**config.mk**
```make
export PLATFORM = sky130hd
export DESIGN_NAME = oqpsk_chip_scheduler_flat
export DESIGN_NICKNAME = d
export VERILOG_FILES = /design/src/rtl/oqpsk_chip_scheduler_if.sv /design/src/rtl/oqpsk_chip_scheduler.sv /design/src/flat_wrapper.sv
export SDC_FILE = /design/constraint.sdc
export NUM_CORES = 1
export LEC_CHECK = 0
export ABC_AREA = 0
export BUFFER_PORTS_ARGS = -buffer_cell sky130_fd_sc_hd__buf_2
export CAP_MARGIN = 20
export CORE_MARGIN = 5
export CORE_UTILIZATION = 53
export CTS_BUF_LIST = sky130_fd_sc_hd__clkbuf_2
export DETAILED_ROUTE_END_ITERATION = 10
export GPL_TIMING_DRIVEN = 0
export PLACE_DENSITY = 0.75
export SLEW_MARGIN = 15
export SYNTH_ARGS = -nofsm -noshare
export SYNTH_HDL_FRONTEND = slang
export SYNTH_SLANG_ARGS = --single-unit
```
**constraint.sdc**
```tcl
create_clock -name i_clk -period 1.71 [get_ports i_clk]
set_clock_uncertainty 0.2 [all_clocks]
set_input_delay 0.342 -clock i_clk [delete_from_list [all_inputs] [get_ports i_clk]]
set_output_delay 0.342 -clock i_clk [all_outputs]
set_load 0.05 [all_outputs]
```
**src/rtl/oqpsk_chip_scheduler_if.sv**
```systemverilog
// Purpose : Bundles the FIFO-side and chip-output signals of the O-QPSK chip scheduler.
// Ports   : master = scheduler side (reads FIFO flags/data, drives pops and chip stream);
//           slave  = environment side (drives FIFO flags/data and enable, observes outputs).
interface oqpsk_chip_scheduler_if;
  logic i_enable;
  logic i_I_fifo_empty;
  logic i_Q_fifo_empty;
  logic i_I_data;
  logic i_Q_data;
  logic o_I_read;
  logic o_Q_read;
  logic o_serial_chip;
  logic o_serial_chip_valid;
  logic o_symbol_start;
  logic o_symbol_end;
  logic o_underflow;
  logic o_busy;

  modport master (
    input  i_enable,
    input  i_I_fifo_empty,
    input  i_Q_fifo_empty,
    input  i_I_data,
    input  i_Q_data,
    output o_I_read,
    output o_Q_read,
    output o_serial_chip,
    output o_serial_chip_valid,
    output o_symbol_start,
    output o_symbol_end,
    output o_underflow,
    output o_busy
  );

  modport slave (
    output i_enable,
    output i_I_fifo_empty,
    output i_Q_fifo_empty,
    output i_I_data,
    output i_Q_data,
    input  o_I_read,
    input  o_Q_read,
    input  o_serial_chip,
    input  o_serial_chip_valid,
    input  o_symbol_start,
    input  o_symbol_end,
    input  o_underflow,
    input  o_busy
  );
endinterface

```
**src/rtl/oqpsk_chip_scheduler.sv**
```systemverilog
// Purpose : Interleaves chips from I and Q FWFT FIFOs into one serial stream (I0,Q0,I1,Q1,...),
//           framing symbols of CHIPS_PER_SYMBOL chips and aborting a symbol after TIMEOUT empty cycles.
// Latency : chip, valid and framing pulses appear one cycle after the combinational pop.
// Backpr. : an empty FIFO stalls the current phase; i_enable only takes effect at symbol boundaries.
// Ports   : i_clk, i_rst (async, active-high) plus the master modport of oqpsk_chip_scheduler_if.
module oqpsk_chip_scheduler #(
  parameter int CHIPS_PER_SYMBOL = 32,
  parameter int TIMEOUT          = 15
) (
  input  logic                          i_clk,
  input  logic                          i_rst,
  oqpsk_chip_scheduler_if.master        bus
);
  localparam int            CW         = $clog2(CHIPS_PER_SYMBOL);
  localparam logic [CW-1:0] LAST_CHIP  = CW'(CHIPS_PER_SYMBOL - 1);
  localparam logic [7:0]    WAIT_LIMIT = 8'(TIMEOUT - 1);

  typedef enum logic [1:0] {IDLE, I_PHASE, Q_PHASE} state_t;

  state_t        state_q, state_d;
  logic [CW-1:0] cnt_q,   cnt_d;
  logic [7:0]    wait_q,  wait_d;
  logic          chip_q,  chip_d;
  logic          vld_q,   vld_d;
  logic          sos_q,   sos_d;
  logic          eos_q,   eos_d;
  logic          unf_q,   unf_d;
  logic          pop_i,   pop_q;

  always_comb begin
    state_d = state_q;
    cnt_d   = cnt_q;
    wait_d  = wait_q;
    chip_d  = chip_q;
    vld_d   = 1'b0;
    sos_d   = 1'b0;
    eos_d   = 1'b0;
    unf_d   = 1'b0;
    pop_i   = 1'b0;
    pop_q   = 1'b0;
    case (state_q)
      IDLE: begin
        // Counters are forced to zero here so any restart begins a fresh symbol.
        cnt_d  = '0;
        wait_d = '0;
        if (bus.i_enable && !bus.i_I_fifo_empty) begin
          state_d = I_PHASE;
        end
      end
      I_PHASE, Q_PHASE: begin
        pop_i = (state_q == I_PHASE) && !bus.i_I_fifo_empty;
        pop_q = (state_q == Q_PHASE) && !bus.i_Q_fifo_empty;
        // A pop always wins over a timeout; the two can only meet on the same cycle in principle.
        if (pop_i || pop_q) begin
          chip_d = pop_i ? bus.i_I_data : bus.i_Q_data;
          vld_d  = 1'b1;
          sos_d  = (cnt_q == '0);
          eos_d  = (cnt_q == LAST_CHIP);
          wait_d = '0;
          if (cnt_q == LAST_CHIP) begin
            // Even chip count: the last chip is always a Q chip, next symbol restarts on I.
            cnt_d   = '0;
            state_d = bus.i_enable ? I_PHASE : IDLE;
          end else begin
            cnt_d   = cnt_q + 1'b1;
            state_d = pop_i ? Q_PHASE : I_PHASE;
          end
        end else if (wait_q == WAIT_LIMIT) begin
          // Waiting at a symbol boundary (count 0) loses no data, so it drops to IDLE silently.
          unf_d   = (cnt_q != '0);
          cnt_d   = '0;
          wait_d  = '0;
          state_d = IDLE;
        end else begin
          wait_d = wait_q + 8'd1;
        end
      end
      default: state_d = IDLE;
    endcase
  end

  always_ff @(posedge i_clk or posedge i_rst) begin
    if (i_rst) begin
      state_q <= IDLE;
      cnt_q   <= '0;
      wait_q  <= '0;
      chip_q  <= 1'b0;
      vld_q   <= 1'b0;
      sos_q   <= 1'b0;
      eos_q   <= 1'b0;
      unf_q   <= 1'b0;
    end else begin
      state_q <= state_d;
      cnt_q   <= cnt_d;
      wait_q  <= wait_d;
      chip_q  <= chip_d;
      vld_q   <= vld_d;
      sos_q   <= sos_d;
      eos_q   <= eos_d;
      unf_q   <= unf_d;
    end
  end

  assign bus.o_I_read            = pop_i & ~i_rst;
  assign bus.o_Q_read            = pop_q & ~i_rst;
  assign bus.o_serial_chip       = chip_q;
  assign bus.o_serial_chip_valid = vld_q;
  assign bus.o_symbol_start      = sos_q;
  assign bus.o_symbol_end        = eos_q;
  assign bus.o_underflow         = unf_q;
  assign bus.o_busy              = (state_q != IDLE);
endmodule

```
**src/flat_wrapper.sv**
```systemverilog
// flat-port wrapper written by rule: the top's interface ports become plain ports
module oqpsk_chip_scheduler_flat 
#(
  parameter int CHIPS_PER_SYMBOL = 32,
  parameter int TIMEOUT          = 15
)
  (i_clk, i_rst, bus_i_enable, bus_i_I_fifo_empty, bus_i_Q_fifo_empty, bus_i_I_data, bus_i_Q_data, bus_o_I_read, bus_o_Q_read, bus_o_serial_chip, bus_o_serial_chip_valid, bus_o_symbol_start, bus_o_symbol_end, bus_o_underflow, bus_o_busy);
  oqpsk_chip_scheduler_if bus_i ();
  input  logic i_clk;
  input  logic i_rst;
  input wire logic [$bits(bus_i.i_enable)-1:0] bus_i_enable;
  input wire logic [$bits(bus_i.i_I_fifo_empty)-1:0] bus_i_I_fifo_empty;
  input wire logic [$bits(bus_i.i_Q_fifo_empty)-1:0] bus_i_Q_fifo_empty;
  input wire logic [$bits(bus_i.i_I_data)-1:0] bus_i_I_data;
  input wire logic [$bits(bus_i.i_Q_data)-1:0] bus_i_Q_data;
  output wire logic [$bits(bus_i.o_I_read)-1:0] bus_o_I_read;
  output wire logic [$bits(bus_i.o_Q_read)-1:0] bus_o_Q_read;
  output wire logic [$bits(bus_i.o_serial_chip)-1:0] bus_o_serial_chip;
  output wire logic [$bits(bus_i.o_serial_chip_valid)-1:0] bus_o_serial_chip_valid;
  output wire logic [$bits(bus_i.o_symbol_start)-1:0] bus_o_symbol_start;
  output wire logic [$bits(bus_i.o_symbol_end)-1:0] bus_o_symbol_end;
  output wire logic [$bits(bus_i.o_underflow)-1:0] bus_o_underflow;
  output wire logic [$bits(bus_i.o_busy)-1:0] bus_o_busy;
  assign bus_i.i_enable = bus_i_enable;
  assign bus_i.i_I_fifo_empty = bus_i_I_fifo_empty;
  assign bus_i.i_Q_fifo_empty = bus_i_Q_fifo_empty;
  assign bus_i.i_I_data = bus_i_I_data;
  assign bus_i.i_Q_data = bus_i_Q_data;
  assign bus_o_I_read = bus_i.o_I_read;
  assign bus_o_Q_read = bus_i.o_Q_read;
  assign bus_o_serial_chip = bus_i.o_serial_chip;
  assign bus_o_serial_chip_valid = bus_i.o_serial_chip_valid;
  assign bus_o_symbol_start = bus_i.o_symbol_start;
  assign bus_o_symbol_end = bus_i.o_symbol_end;
  assign bus_o_underflow = bus_i.o_underflow;
  assign bus_o_busy = bus_i.o_busy;
  oqpsk_chip_scheduler #(.CHIPS_PER_SYMBOL(CHIPS_PER_SYMBOL), .TIMEOUT(TIMEOUT)) u_core (.i_clk(i_clk), .i_rst(i_rst), .bus(bus_i));
endmodule
```
# Word-level counts from Yosys, hierarchy flattened
# Index checks and enable logic that the tools add are counted.
# Widths: inputs -> output; s select.
totals:
  register_bits: 20
  output_inout_bits: 8
classes:
  n_bitwise: 3
  reduce_logical: 15
  mux: 26
  n_eq_ne: 6
  add_sub_neg: 2
ops:
  columns: ["op", "count"]
  rows:
  - ["$mux 8", 2]
  - ["$pmux 8 s2", 1]
  - ["$mux 5", 3]
  - ["$mux 1", 13]
  - ["$mux 2", 5]
  - ["$pmux 5 s2", 1]
  - ["$add 8x1->8 const B", 1]
  - ["$eq 8x4->1 const B", 1]
  - ["$reduce_and 2->1", 3]
  - ["$add 5x1->5 const B", 1]
  - ["$eq 5x5->1 const B", 1]
  - ["$logic_not 5->1", 1]
  - ["$reduce_bool 5->1", 1]
  - ["$pmux 2 s2", 1]
  - ["$reduce_bool 2->1", 2]
  - ["$logic_and 1x1->1", 3]
  - ["$ne 3x1->1 const B", 1]
  - ["$and 1x1->1", 2]
  - ["$eq 2x1->1 const B", 1]
  - ["$eq 2x2->1 const B", 1]
  - ["$logic_not 1->1", 2]
  - ["$logic_not 2->1", 1]
  - ["$ne 2x1->1 const B", 1]
  - ["$reduce_or 2->1", 1]
  - ["other kinds (2)", 2]

# Logic depth before layout (Yosys ltp)
# Gate-level depths: netlist of run 1.
depth:
  word_depth: 6
  depth_mapped: 8

# Worst setup path after synthesis of run 1
# No wires, ideal clock.
synth_path:
  kind: "input -> output"
  start: "input port i_rst"
  end: "output port bus_o_I_read"
  path_stages: 3
  path_slack_ns: -0.427
  path_buffers: 0
  arrival_ns: 1.595
  cell_sequence: "inv_1 > nand2_1 > nor2_1"
synth_via:
  elab_chain_cells: 2
synth_rtl:
  columns: ["element", "line", "source"]
  rows:
  - ["from (decl)", "flat_wrapper.sv:10", "input logic i_rst;"]
  - ["$not 1->1", "oqpsk_chip_scheduler.sv:104", "assign bus.o_I_read = pop_i & ~i_rst;"]
  - ["$and 1x1->1", "oqpsk_chip_scheduler.sv:104", null]
  - ["to (decl)", "flat_wrapper.sv:16", "output wire logic [$bits(bus_i.o_I_read)-1:0] bus_o_I_read;"]
# No other way between the ends.

# Worst setup path in the final report of run 1
layout_path:
  start: "register u_core.state_q[1]"
  end: "output port bus_o_Q_read"
layout_via:
  elab_chain_cells: 4
layout_rtl:
  columns: ["element", "line", "source"]
  rows:
  - ["from (decl)", "oqpsk_chip_scheduler.sv:20", "state_t state_q, state_d;"]
  - ["from (signal assigned)", "oqpsk_chip_scheduler.sv:93", "state_q <= state_d;"]
  - ["$eq 2x2->1 or $eq 2x1->1 (tied branches)", "oqpsk_chip_scheduler.sv:41, oqpsk_chip_scheduler.sv:52", null]
  - ["$reduce_or 2->1 or $logic_and 1x1->1 (tied branches)", "oqpsk_chip_scheduler.sv:41, oqpsk_chip_scheduler.sv:52", null]
  - ["$mux 1 *", "oqpsk_chip_scheduler.sv:41", "case (state_q)"]
  - ["$and 1x1->1 *", "oqpsk_chip_scheduler.sv:105", "assign bus.o_Q_read = pop_q & ~i_rst;"]
  - ["to (decl)", "flat_wrapper.sv:17", "output wire logic [$bits(bus_i.o_Q_read)-1:0] bus_o_Q_read;"]
# Mark *: on every way between the ends. The rest lies on a longest branch, timed or not.

==> qor_table.md, run 1 <==
| Step | Quantity | Value |
|:---|:---|:---|
| floorplan | Die Y | 57.3 um |
| routing | DR pass1 iterations | 4 |
| critical path | Worst path arrival time | 1.48 ns |
| pwr | Total leakage power | 0.815 nW |
| cts | Max Root-Sink Buffers | 2 |
| layout | Final-stage net count | 186 |
| cts | Clock tree from TritonCTS | done |
| layout | Count of inserted antenna diode cells | 0 |
| cts | CTS Root Cell | sky130_fd_sc_hd__clkbuf_2 |
| synth | Adder-cell share of the synthesized area | 9.49% |
| sta | Worst Tran Pin Value | 0.957 ns |
| layout | Share of layout cells above drive strength 1 | 56.2% |
| pwr | Sequential share of power | 21.3% |
| pwr | Int Pwr | 0.00170 W |
| synth | Top-area cell type share of the netlist area | 42.2% |
| routing | DRT iter0 DRCs | 63 |
| grt | Met3 track demand over resource | 7.01% |
| sta | Final hold violations | 0 |
| synth | Register bit total from synthesis | 20 |
| grt | Vias in the first global route | 1,245 |
| routing | Avg Vias per Cell | 6.04 |
| job | Number of max-cap violations | 0 |
| synth | Area contributors post-synth | sky130_fd_sc_hd__dfrtp_1 (42%), sky130_fd_sc_hd__ha_1 (9.5%), sky130_fd_sc_hd__mux2i_1 (5.1%) |
| synth | Complex-gate fraction of the synthesized area | 10.7% |
| critical path | Kind of cell with the highest combined delay on the critical path | flip-flops |
| layout | Most common library cell in the layout ignoring fill and taps | sky130_fd_sc_hd__dfrtp_1 |
| critical path | Reg-to-Reg Start | u_core.state_q[0] |
| grt | Global-route track usage on met2 | 45.5% |
| placement | Final Wtd Congestion | 0.818 |
| synth | Yosys synthesis warning count | 0 |
| placement | Standard cell area after detailed placement | 1340 um2 |
| routing | Via total after detailed routing | 1,189 |
| outcome | Outcome | finished with violations |
| cts | # clock sinks | 20 |
| floorplan | Floorplan Core Area | 2170 um2 |
| cts | Clock H-tree levels | 1 |
| pwr | Combinational Power Share | 66.0% |
| placement | Total of buffers placed on input and output ports | 14 |
| grt | GRT busiest layer | met2 |
| sta | Post-route fraction of the period consumed by the critical path | 118% |
| pwr | Worst voltage drop across the vdd grid | 0.00112 V |
| cts | Clock slew seen by the registers of the worst setup and hold paths | 0.23 ns |
| sta | Setup repair after global routing missed its margin | yes |
| synth | Post-Syn Area per Cell | 9.34 um2 |
| min path | Hold path startpoint | bus_i_I_data |
| synth | Cell taking the most area after synthesis | sky130_fd_sc_hd__dfrtp_1 |
| sta | Final count of pins violating max slew | 0 |
| critical path | Kind of capture point of the worst setup path | output port |
| grt | First-pass GRT wire length | 6.31 mm |
| grt | Sum of overflow across all layers after global routing | 0 |
| sta | Worst-case setup margin in the final layout | -0.311 ns |
| critical path | Required time of the critical path | 1.17 ns |
| synth | Distinct cell type count after synthesis | 34 |
| pwr | Proportion of total power due to net switching | 41.7% |
| floorplan | Initial cell density of the core | 54.7% |
| critical path | Worst setup path startpoint | u_core.state_q[1] |
| routing | Routed Wire Length | 4.17 mm |
| pwr | Power Density | 1580 nW/um2 |
| floorplan | I/O pin total | 15 |
| synth | Main combinational cell family by area after synthesis | simple AND/OR/NAND/NOR gates |
| grt | Initial antenna violation count | 0 |
| grt | Met1 GRT Util | 27.0% |
| sta | Final count of negative-setup-slack endpoints | 22 |
| sta | Relative slew slack | 36.0% |
| synth | Multiplexer share of the synthesized area | 6.01% |
| critical path | Crit path cell chain | inv_2 > ha_4 > nand2_4 > nor2_4 > buf_6 |
| sta | Period minus WS final | 2.02 ns |
| layout | Non-filler instance count after layout | 197 |
| layout | Growth of design area from synthesis to finish | 55.8% |
| placement | Placed wire-length estimate after detailed placement | 1.83 mm |
| synth | Share of synthesized cell area in and, or, nand and nor gates | 22.8% |
| sta | Fmax | 495 MHz |
| critical path | Largest incremental delay on the critical path | 0.43 ns |
| cts | Worst skew pair latency | 0.37 ns |
| critical path | Element type at the critical path start | flip-flop |
| placement | Number of cells after detailed placement | 169 |
| floorplan | Total number of placement rows | 17 |
| layout | Commonest cells after routing, fill and taps aside | sky130_fd_sc_hd__dfrtp_1 (20), sky130_fd_sc_hd__buf_6 (15), sky130_fd_sc_hd__buf_4 (14), sky130_fd_sc_hd__buf_2 (11), sky130_fd_sc_hd__nand2_1 (10) |
| routing | Average wire per standard cell | 21.2 um |
| critical path | Maximum fanout along the worst path | 2 |
| synth | Xor and xnor fraction of the mapped netlist area | 1.48% |
| routing | Number of remaining DRC errors | 0 |
| pwr | Net Switching | 0.00122 W |
| cts | Number of clock buffers inserted by TritonCTS | 3 |
| critical path | Slowest cell on the critical path | sky130_fd_sc_hd__dfrtp_1 |
| outcome | Violations in the final reports | setup timing |
| placement | Setup slack at placement | -0.295 ns |
| pwr | Clock network power share | 12.7% |
| floorplan | Die area | 3280 um2 |
| critical path | Worst Path Class, Setup | flip-flop to output port |
| grt | Pin count of the biggest net entering global routing | 21 |
| critical path | CP bufs+invs | 2 |
| layout | Post-route cell area | 1850 um2 |
| synth | Synthesized Nets | 143 |
| synth | Synthesized cell area | 1190 um2 |
| sta | Post-route worst hold slack | 0.0672 ns |
| min path | Class of the most critical hold timing path | input pin to flip-flop |
| grt | Total GRT Usage | 26.6% |
| synth | Fraction of the yosys area taken by sequential cells | 42.2% |
| floorplan | Width of the chip | 57.3 um |
| routing | Number of routed nets with antenna violations | 0 |
| synth | Mapped Cells | 127 |
## Yosys cell counts
master                      instances
sky130_fd_sc_hd__nor2_1             6
sky130_fd_sc_hd__inv_1             14
sky130_fd_sc_hd__nor4b_1            1
sky130_fd_sc_hd__o21a_1             1
sky130_fd_sc_hd__ha_1               9
sky130_fd_sc_hd__nand2b_1           5
sky130_fd_sc_hd__dfrtp_1           20
sky130_fd_sc_hd__nand2_2            1
sky130_fd_sc_hd__nand3_1            7
sky130_fd_sc_hd__nor4_1             1
sky130_fd_sc_hd__xnor2_1            2
sky130_fd_sc_hd__and2_1             3
sky130_fd_sc_hd__and3_1             2
sky130_fd_sc_hd__buf_1              1
sky130_fd_sc_hd__clkbuf_1           1
sky130_fd_sc_hd__a21oi_4            1
sky130_fd_sc_hd__nor3_1             7
sky130_fd_sc_hd__mux2i_1            6
sky130_fd_sc_hd__mux2_2             1
sky130_fd_sc_hd__o32a_1             1
sky130_fd_sc_hd__and2_4             1
sky130_fd_sc_hd__nand2_1           12
sky130_fd_sc_hd__a21bo_2            1
sky130_fd_sc_hd__nand4_1            2
sky130_fd_sc_hd__clkbuf_2           1
sky130_fd_sc_hd__buf_6              2
sky130_fd_sc_hd__nand4bb_1          1
sky130_fd_sc_hd__a21oi_1            3
sky130_fd_sc_hd__nor3b_1            1
sky130_fd_sc_hd__o31ai_1            1
sky130_fd_sc_hd__or3b_2             1
sky130_fd_sc_hd__o21ai_0            8
sky130_fd_sc_hd__a31oi_1            2
sky130_fd_sc_hd__a22oi_1            1
## per-layer routing
metal | up-vias | wire [um]
met4 | 0 | 295
li1 | 517 | -
met2 | 72 | 2210
met3 | 28 | 293
met1 | 572 | 1370
met5 | - | 0
## tightest hold or removal path, cell delays in order
cell and delay, ns:
sky130_fd_sc_hd__buf_2 0.07, sky130_fd_sc_hd__mux2i_1 0.05, sky130_fd_sc_hd__o21ai_1 0.11
## power by group through the flow
stage          logic [W]  registers, W  clock network, W
6_report         0.00193      0.000622          0.000372
5_1_grt          0.00202      0.000635          0.000391
4_1_cts          0.00168      0.000615          0.000365
3_5_place_dp    0.000989      0.000641                 0
3_3_place_gp    0.000950      0.000636                 0
2_1_floorplan   0.000695      0.000731                 0
## per-stage QoR
stage	util, %	TNS, ns	total power (W)
3_3_place_gp	61.6	-2.62	0.00159
3_5_place_dp	61.6	-3.38	0.00163
5_1_grt	85.2	-5.20	0.00305
4_1_cts	81.4	-3.03	0.00266
6_report	85.2	-3.53	0.00292
2_1_floorplan	-	-0.314	0.00143
## area by class of cell
type / count / area (um2)
buffer: 3 / 37.5
timing repair buffer: 40 / 332
sequential: 20 / 500
multi-input combinational: 88 / 842
tap: 28 / 35.0
clock inverter: 1 / 30.0
clock buffer: 3 / 15.0
inverter: 14 / 56.3
fill: 114 / 322
## registers in the layout, summed over array words and instances (netlist names)
name,flops
u_core.wait_q,8
u_core.bus.o_serial_chip,1
u_core.bus.o_underflow,1
u_core.state_q,2
u_core.bus.o_symbol_end,1
u_core.cnt_q,5
u_core.bus.o_symbol_start,1
u_core.bus.o_serial_chip_valid,1
## kinds of logic after synthesis
| logic type | count (synthesis) |
|---|---|
| fa+ha+maj | 9 |
| mux | 7 |
| flops | 20 |
| compound gates | 19 |
| xor+xnor | 2 |
| buf+inv | 19 |
| simple gates | 51 |
## worst paths after layout
check                                      endpoint  slack, ns  cells after the start
setup / recovery                       bus_o_Q_read      -0.31                      5
max in group asynchronous  u_core.bus.o_serial_chip       0.14                      3
hold / removal             u_core.bus.o_serial_chip       0.07                      3
setup reg to reg                   u_core.wait_q[7]      -0.27                      7
min in group asynchronous          u_core.wait_q[7]       0.56                      3
hold reg to reg            u_core.bus.o_serial_chip       0.31                      2
## timing repair
item,4_1_cts,5_1_grt
endpoints found under the hold margin,20,0
setup buffers,22,3
pin swaps,25,5
hold buffers,1,0
endpoints found under the setup margin,19,23
resized for setup,56,18
No activity file was read; power rests on OpenSTA's default activity.
==> run 2, diff against run 1 <==
Settings changed: BUFFER_PORTS_ARGS -buffer_cell sky130_fd_sc_hd__buf_2 to -buffer_cell sky130_fd_sc_hd__buf_4, CORE_UTILIZATION 53 to 51, CTS_BUF_LIST sky130_fd_sc_hd__clkbuf_2 to sky130_fd_sc_hd__clkbuf_8 sky130_fd_sc_hd__clkbuf_16, PLACE_DENSITY 0.75 to 0.72.
==> run 2 against run 1 <==
  * The flow still finishes with violations (setup timing)
  * Final cell count down 3.6%
  * Die area up 3.2%
  * Critical path depth stayed put
  * Setup slack better by 0.094 ns
  * Via count down 8.3%
  * Sequential share of layout area is 0.18 points higher
  * Worst hold slack better by 0.11 ns
  * First-iteration DRC count shrank 32%
  * Clock power rose by 33%
  * Cell area is 0.41% lower
  * Largest cell class unchanged
  * Largest power group unchanged
==> qor_table.md, run 2 (same netlist as run 1, synthesis figures left out) <==
| Step | Quantity | Value |
|:---|:---|:---|
| pwr | Power Density | 1610 nW/um2 |
| floorplan | Die Y | 58.2 um |
| grt | Vias in the first global route | 1,140 |
| routing | DRT iter0 DRCs | 43 |
| grt | Total GRT Usage | 21.2% |
| layout | Non-filler instance count after layout | 190 |
| routing | Avg Vias per Cell | 5.74 |
| routing | DR pass1 iterations | 4 |
| pwr | Proportion of total power due to net switching | 40.5% |
| cts | CTS Root Cell | sky130_fd_sc_hd__clkbuf_8 |
| cts | Clock H-tree levels | 1 |
| layout | Share of layout cells above drive strength 1 | 52.5% |
| grt | First-pass GRT wire length | 5.46 mm |
| floorplan | Die area | 3390 um2 |
| placement | Final Wtd Congestion | 0.774 |
| layout | Commonest cells after routing, fill and taps aside | sky130_fd_sc_hd__buf_4 (24), sky130_fd_sc_hd__dfrtp_1 (19), sky130_fd_sc_hd__nand2_1 (10), sky130_fd_sc_hd__inv_1 (8), sky130_fd_sc_hd__buf_6 (7) |
| sta | Final count of negative-setup-slack endpoints | 17 |
| routing | Average wire per standard cell | 19.3 um |
| placement | Total of buffers placed on input and output ports | 14 |
| routing | Number of remaining DRC errors | 0 |
| floorplan | Floorplan Core Area | 2210 um2 |
| layout | Growth of design area from synthesis to finish | 55.2% |
| critical path | Worst Path Class, Setup | flip-flop to output port |
| layout | Largest register FFs | 8 |
| layout | Layout fillers | 124 |
| layout | Regs by FF count | u_core.wait_q: 8 flops, u_core.cnt_q: 5 flops, u_core.state_q: 2 flops |
| layout | Final-stage net count | 179 |
| outcome | Outcome | finished with violations |
| sta | Worst Tran Pin Value | 0.967 ns |
| cts | # clock sinks | 20 |
| critical path | Maximum fanout along the worst path | 3 |
| sta | Final count of pins violating max slew | 0 |
| layout | Most common library cell in the layout ignoring fill and taps | sky130_fd_sc_hd__buf_4 |
| pwr | Int Pwr | 0.00176 W |
| pwr | Worst voltage drop across the vdd grid | 0.00138 V |
| pwr | Net Switching | 0.00120 W |
| pwr | Sequential share of power | 21.4% |
| min path | Class of the most critical hold timing path | input pin to flip-flop |
| cts | Clock slew seen by the registers of the worst setup and hold paths | 0.08 ns |
| job | Number of max-cap violations | 0 |
| floorplan | Initial cell density of the core | 53.6% |
| pwr | Clock network power share | 16.6% |
| floorplan | Total number of placement rows | 17 |
| floorplan | Width of the chip | 58.2 um |
| sta | Fmax | 519 MHz |
| sta | Final hold violations | 0 |
| critical path | Kind of capture point of the worst setup path | output port |
| routing | Via total after detailed routing | 1,090 |
| critical path | Worst path arrival time | 1.39 ns |
| routing | Number of routed nets with antenna violations | 0 |
| grt | Sum of overflow across all layers after global routing | 0 |
| sta | Post-route fraction of the period consumed by the critical path | 113% |
| critical path | Element type at the critical path start | flip-flop |
| placement | Number of cells after detailed placement | 169 |
| sta | Relative slew slack | 35.5% |
| sta | Setup repair after global routing missed its margin | yes |
| critical path | Required time of the critical path | 1.17 ns |
| pwr | Combinational Power Share | 62.0% |
| cts | Number of clock buffers inserted by TritonCTS | 3 |
| routing | Routed Wire Length | 3.67 mm |
| outcome | Violations in the final reports | setup timing |
| grt | Initial antenna violation count | 0 |
| grt | Pin count of the biggest net entering global routing | 21 |
| placement | Placed wire-length estimate after detailed placement | 1.85 mm |
| sta | Worst-case setup margin in the final layout | -0.218 ns |
| sta | Post-route worst hold slack | 0.179 ns |
| cts | Clock tree from TritonCTS | done |
| cts | Max Root-Sink Buffers | 2 |
| layout | Count of inserted antenna diode cells | 0 |
| sta | Period minus WS final | 1.93 ns |
| pwr | Total leakage power | 0.801 nW |
| floorplan | I/O pin total | 15 |
| layout | Register name with the most flops | u_core.wait_q |
| critical path | Worst reg2reg setup slack | -0.20 ns |
| cts | Worst skew pair latency | 0.27 ns |
run 2: cell types whose count changed in the layout (fill, tap and decap cells not counted), moves of 3 or more:
cell / delta
sky130_fd_sc_hd__buf_2: -11
sky130_fd_sc_hd__buf_4: +10
sky130_fd_sc_hd__buf_6: -8
sky130_fd_sc_hd__clkbuf_2: -3
sky130_fd_sc_hd__clkbuf_8: +3
sky130_fd_sc_hd__o21ai_1: -3
run 2: metal layers:
layer	GRT usage, %	vias up	share of wire [%]
met5	0	-	0
met4	12.6	0	2.7
met2	34.4	43	52
met1	25.7	535	40
li1	-	501	-
met3	4.68	11	4.5
run 2: per-stage QoR:
stage / TNS, ns / utilization, % / total power (W) / area (um2) / setup WS, ns
after floorplan: -0.314 / - / 0.00143 / 1230 / -0.0708
after global placement: -2.74 / 62.0 / 0.00163 / 1370 / -0.254
after detailed placement: -3.21 / 62.0 / 0.00166 / 1370 / -0.288
after CTS: -2.29 / 76.5 / 0.00268 / 1690 / -0.195
after global routing: -3.06 / 83.2 / 0.00311 / 1840 / -0.281
final: -1.91 / 83.2 / 0.00296 / 1840 / -0.218
run 2: path summary, 6_finish.rpt:
| path | from | depth (start not counted) | end |
|---|---|---|---|
| setup / recovery | u_core.state_q[0] | 5 | bus_o_Q_read |
| hold / removal | bus_i_I_data | 3 | u_core.bus.o_serial_chip |
| setup reg to reg | u_core.wait_q[5] | 5 | u_core.state_q[0] |
| hold reg to reg | u_core.bus.o_serial_chip | 2 | u_core.bus.o_serial_chip |
| max in group asynchronous | i_rst | 3 | u_core.wait_q[4] |
| min in group asynchronous | i_rst | 3 | u_core.cnt_q[0] |
run 2: final cells by class:
cell class | count | area (um2) | area share, %
Multi-Input combinational cell | 88 | 845 | 45.9
Sequential cell | 20 | 502 | 27.3
Timing Repair Buffer | 33 | 298 | 16.2
Inverter | 14 | 56.3 | 3.06
Clock buffer | 3 | 41.3 | 2.24
Tap cell | 28 | 35.0 | 1.90
Buffer | 3 | 33.8 | 1.84
Clock inverter | 1 | 30.0 | 1.63
run 2: worst max-delay path, stage by stage (launching register included):
cell                      delay, ns
sky130_fd_sc_hd__dfrtp_1       0.42
sky130_fd_sc_hd__inv_2         0.09
sky130_fd_sc_hd__ha_4          0.29
sky130_fd_sc_hd__nand2_4       0.07
sky130_fd_sc_hd__nor2_4        0.09
sky130_fd_sc_hd__buf_8         0.15
run 2: power groups by stage:
stage                     clock (W)  combinational, W  sequential [W]
after global placement            0          0.000991        0.000639
after global routing       0.000518           0.00194        0.000646
after detailed placement          0           0.00102        0.000641
after CTS                  0.000491           0.00156        0.000623
after floorplan                   0          0.000695        0.000731
final                      0.000493           0.00184        0.000634
run 2: what timing repair did:
action	4_1_cts	5_1_grt
hold buffers	1	0
pin swaps	11	11
resized for setup	35	31
endpoints found under the hold margin	20	0
setup endpoints to repair	19	42
setup buffers	15	4
==> run 3, diff against run 2 <==
Settings changed: REMOVE_ABC_BUFFERS set to 1, SKIP_CTS_REPAIR_TIMING set to 1.
==> run 3 against run 2 <==
  * The run still ends with setup timing left
  * Combinational power is 12% lower
  * Cell area is 0.34% lower
  * Worst hold slack better by 0.0084 ns
  * Critical path depth is 1 higher
  * Sequential cell count stayed put
  * Setup slack worse by 0.034 ns
  * Wire length is 2.9% higher
  * Clock-buffer cell count is 1 higher
  * Power is 11% lower
  * Clock power is 24% lower
  * Sequential power is 3.6% higher
  * Critical endpoint is now u_core.state_q[1]
  * Largest power group unchanged
==> qor_table.md, run 3 (same netlist as run 1, synthesis figures left out) <==
| Step | Quantity | Value |
|:---|:---|:---|
| outcome | Outcome | finished with violations |
| outcome | Violations in the final reports | setup timing |
| cts | Max Root-Sink Buffers | 2 |
| cts | Clock H-tree levels | 1 |
| pwr | Worst voltage drop across the vdd grid | 0.00109 V |
| layout | Final-stage net count | 180 |
| routing | Routed Wire Length | 3.78 mm |
| layout | Non-filler instance count after layout | 191 |
| routing | Average wire per standard cell | 19.8 um |
| placement | Final Wtd Congestion | 0.778 |
| placement | Placed wire-length estimate after detailed placement | 1.73 mm |
| critical path | Crit Reg-Reg Endpoint | u_core.state_q[1] |
| pwr | Total leakage power | 0.799 nW |
| floorplan | Die Y | 58.2 um |
| job | Number of max-cap violations | 0 |
| sta | Period minus WS final | 1.96 ns |
| grt | Pin count of the biggest net entering global routing | 22 |
| sta | Setup repair after global routing missed its margin | yes |
| floorplan | I/O pin total | 15 |
| cts | Number of clock buffers inserted by TritonCTS | 3 |
| routing | Via total after detailed routing | 1,117 |
| cts | CTS Root Cell | sky130_fd_sc_hd__clkbuf_8 |
| sta | Relative slew slack | 36.4% |
| cts | Worst skew pair latency | 0.27 ns |
| layout | Layout fillers | 104 |
| pwr | Proportion of total power due to net switching | 42.6% |
| sta | Post-route fraction of the period consumed by the critical path | 115% |
| min path | Hold path startpoint | bus_i_I_data |
| critical path | Worst path arrival time | 1.92 ns |
| min path | Cell count of the worst hold path | 3 |
| layout | Register name with the most flops | u_core.wait_q |
| critical path | Required time of the critical path | 1.66 ns |
| routing | DR pass1 iterations | 4 |
| critical path | Reg-to-Reg Start | u_core.state_q[1] |
| layout | Commonest cells after routing, fill and taps aside | sky130_fd_sc_hd__buf_4 (25), sky130_fd_sc_hd__dfrtp_1 (16), sky130_fd_sc_hd__inv_1 (11), sky130_fd_sc_hd__nand2_1 (10), sky130_fd_sc_hd__buf_6 (9) |
| sta | Post-route worst hold slack | 0.187 ns |
| pwr | Int Pwr | 0.00151 W |
| sta | Final count of negative-setup-slack endpoints | 21 |
| routing | Number of routed nets with antenna violations | 0 |
| grt | First-pass GRT wire length | 4.19 mm |
| sta | Final hold violations | 0 |
| routing | Avg Vias per Cell | 5.85 |
| pwr | Combinational Power Share | 60.8% |
| layout | Most common library cell in the layout ignoring fill and taps | sky130_fd_sc_hd__buf_4 |
| sta | Final count of pins violating max slew | 0 |
| routing | Number of remaining DRC errors | 0 |
| layout | Growth of design area from synthesis to finish | 54.6% |
| cts | # clock sinks | 20 |
| sta | Worst Tran Pin Value | 0.950 ns |
| floorplan | Initial cell density of the core | 53.6% |
| pwr | Net Switching | 0.00112 W |
| min path | Worst hold endpoint | u_core.bus.o_serial_chip |
| layout | Share of layout cells above drive strength 1 | 53.4% |
| critical path | Worst Path Class, Setup | flip-flop to flip-flop |
| min path | Class of the most critical hold timing path | input pin to flip-flop |
| sta | Fmax | 510 MHz |
| grt | Vias in the first global route | 955 |
| grt | Sum of overflow across all layers after global routing | 0 |
| layout | Largest register FFs | 8 |
| cts | Clock tree from TritonCTS | done |
| floorplan | Width of the chip | 58.2 um |
| layout | Regs by FF count | u_core.wait_q: 8 flops, u_core.cnt_q: 5 flops, u_core.state_q: 2 flops |
| pwr | Clock network power share | 14.2% |
| layout | Count of inserted antenna diode cells | 0 |
| floorplan | Floorplan Core Area | 2210 um2 |
| grt | Total GRT Usage | 16.0% |
| placement | Number of cells after detailed placement | 164 |
| pwr | Power Density | 1440 nW/um2 |
| grt | Initial antenna violation count | 0 |
| cts | Clock slew seen by the registers of the worst setup and hold paths | 0.08 ns |
| critical path | Kind of capture point of the worst setup path | flip-flop |
| critical path | Maximum fanout along the worst path | 6 |
| floorplan | Die area | 3390 um2 |
| critical path | Reg2reg path depth | 6 |
| placement | Total of buffers placed on input and output ports | 14 |
| pwr | Sequential share of power | 24.9% |
| floorplan | Total number of placement rows | 17 |
| critical path | Worst reg2reg setup slack | -0.25 ns |
| sta | Worst-case setup margin in the final layout | -0.252 ns |
| routing | DRT iter0 DRCs | 90 |
| critical path | Element type at the critical path start | flip-flop |
[run 3: critical path, stage by stage, from the launching register on]
cell                      delay [ns]
sky130_fd_sc_hd__dfrtp_2        0.46
sky130_fd_sc_hd__inv_4          0.09
sky130_fd_sc_hd__ha_4           0.21
sky130_fd_sc_hd__buf_6          0.12
sky130_fd_sc_hd__and3_4         0.21
sky130_fd_sc_hd__a22oi_2        0.24
sky130_fd_sc_hd__mux2_4         0.32
[run 3: per-layer routing]
| layer | vias to the layer above | global-route usage (%) | wire [um] |
|---|---|---|---|
| met1 | 562 | 20.8 | 1520 |
| met5 | - | 0 | 0 |
| met2 | 37 | 26.0 | 1980 |
| li1 | 506 | - | - |
| met3 | 12 | 2.90 | 161 |
| met4 | 0 | 6.95 | 114 |
[run 3: area by class of cell]
type | instances | area (um2) | share of cell area, %
clock buffers | 4 | 55.1 | 3.00
inverters | 14 | 58.8 | 3.21
multi-input cells | 89 | 876 | 47.7
flip-flops and latches | 20 | 505 | 27.6
well taps | 28 | 35.0 | 1.91
repair buffers | 36 | 304 | 16.6
[run 3: stage by stage]
| stage | setup TNS [ns] | setup WS [ns] | cell area (um2) | util (%) | total power (W) |
|---|---|---|---|---|---|
| 2_1_floorplan | -1.64 | -0.427 | 1150 | - | 0.00131 |
| 3_3_place_gp | -4.33 | -0.417 | 1290 | 58.4 | 0.00150 |
| 3_5_place_dp | -5.24 | -0.472 | 1290 | 58.4 | 0.00153 |
| 4_1_cts | -5.75 | -0.495 | 1350 | 60.9 | 0.00190 |
| 5_1_grt | -5.68 | -0.302 | 1830 | 82.9 | 0.00277 |
| 6_report | -2.06 | -0.252 | 1830 | 82.9 | 0.00264 |
[run 3: worst max-delay path by stage]
stage,depth (start not counted),to,from,slack [ns]
5_1_grt,5,u_core.state_q[1],u_core.wait_q[0],-0.30
2_1_floorplan,3,bus_o_I_read,i_rst,-0.43
3_3_place_gp,5,u_core.state_q[1],u_core.wait_q[0],-0.42
3_5_place_dp,6,u_core.state_q[1],u_core.state_q[1],-0.47
6_report,6,u_core.state_q[1],u_core.state_q[1],-0.25
4_1_cts,6,u_core.state_q[1],u_core.state_q[1],-0.50
[run 3: power by group through the flow]
stage | Clock (W) | Combinational (W) | Sequential, W
3_3_place_gp | 0 | 0.000866 | 0.000638
5_1_grt | 0.000398 | 0.00170 | 0.000667
6_report | 0.000376 | 0.00161 | 0.000657
3_5_place_dp | 0 | 0.000887 | 0.000645
2_1_floorplan | 0 | 0.000581 | 0.000731
4_1_cts | 0.000369 | 0.000894 | 0.000636
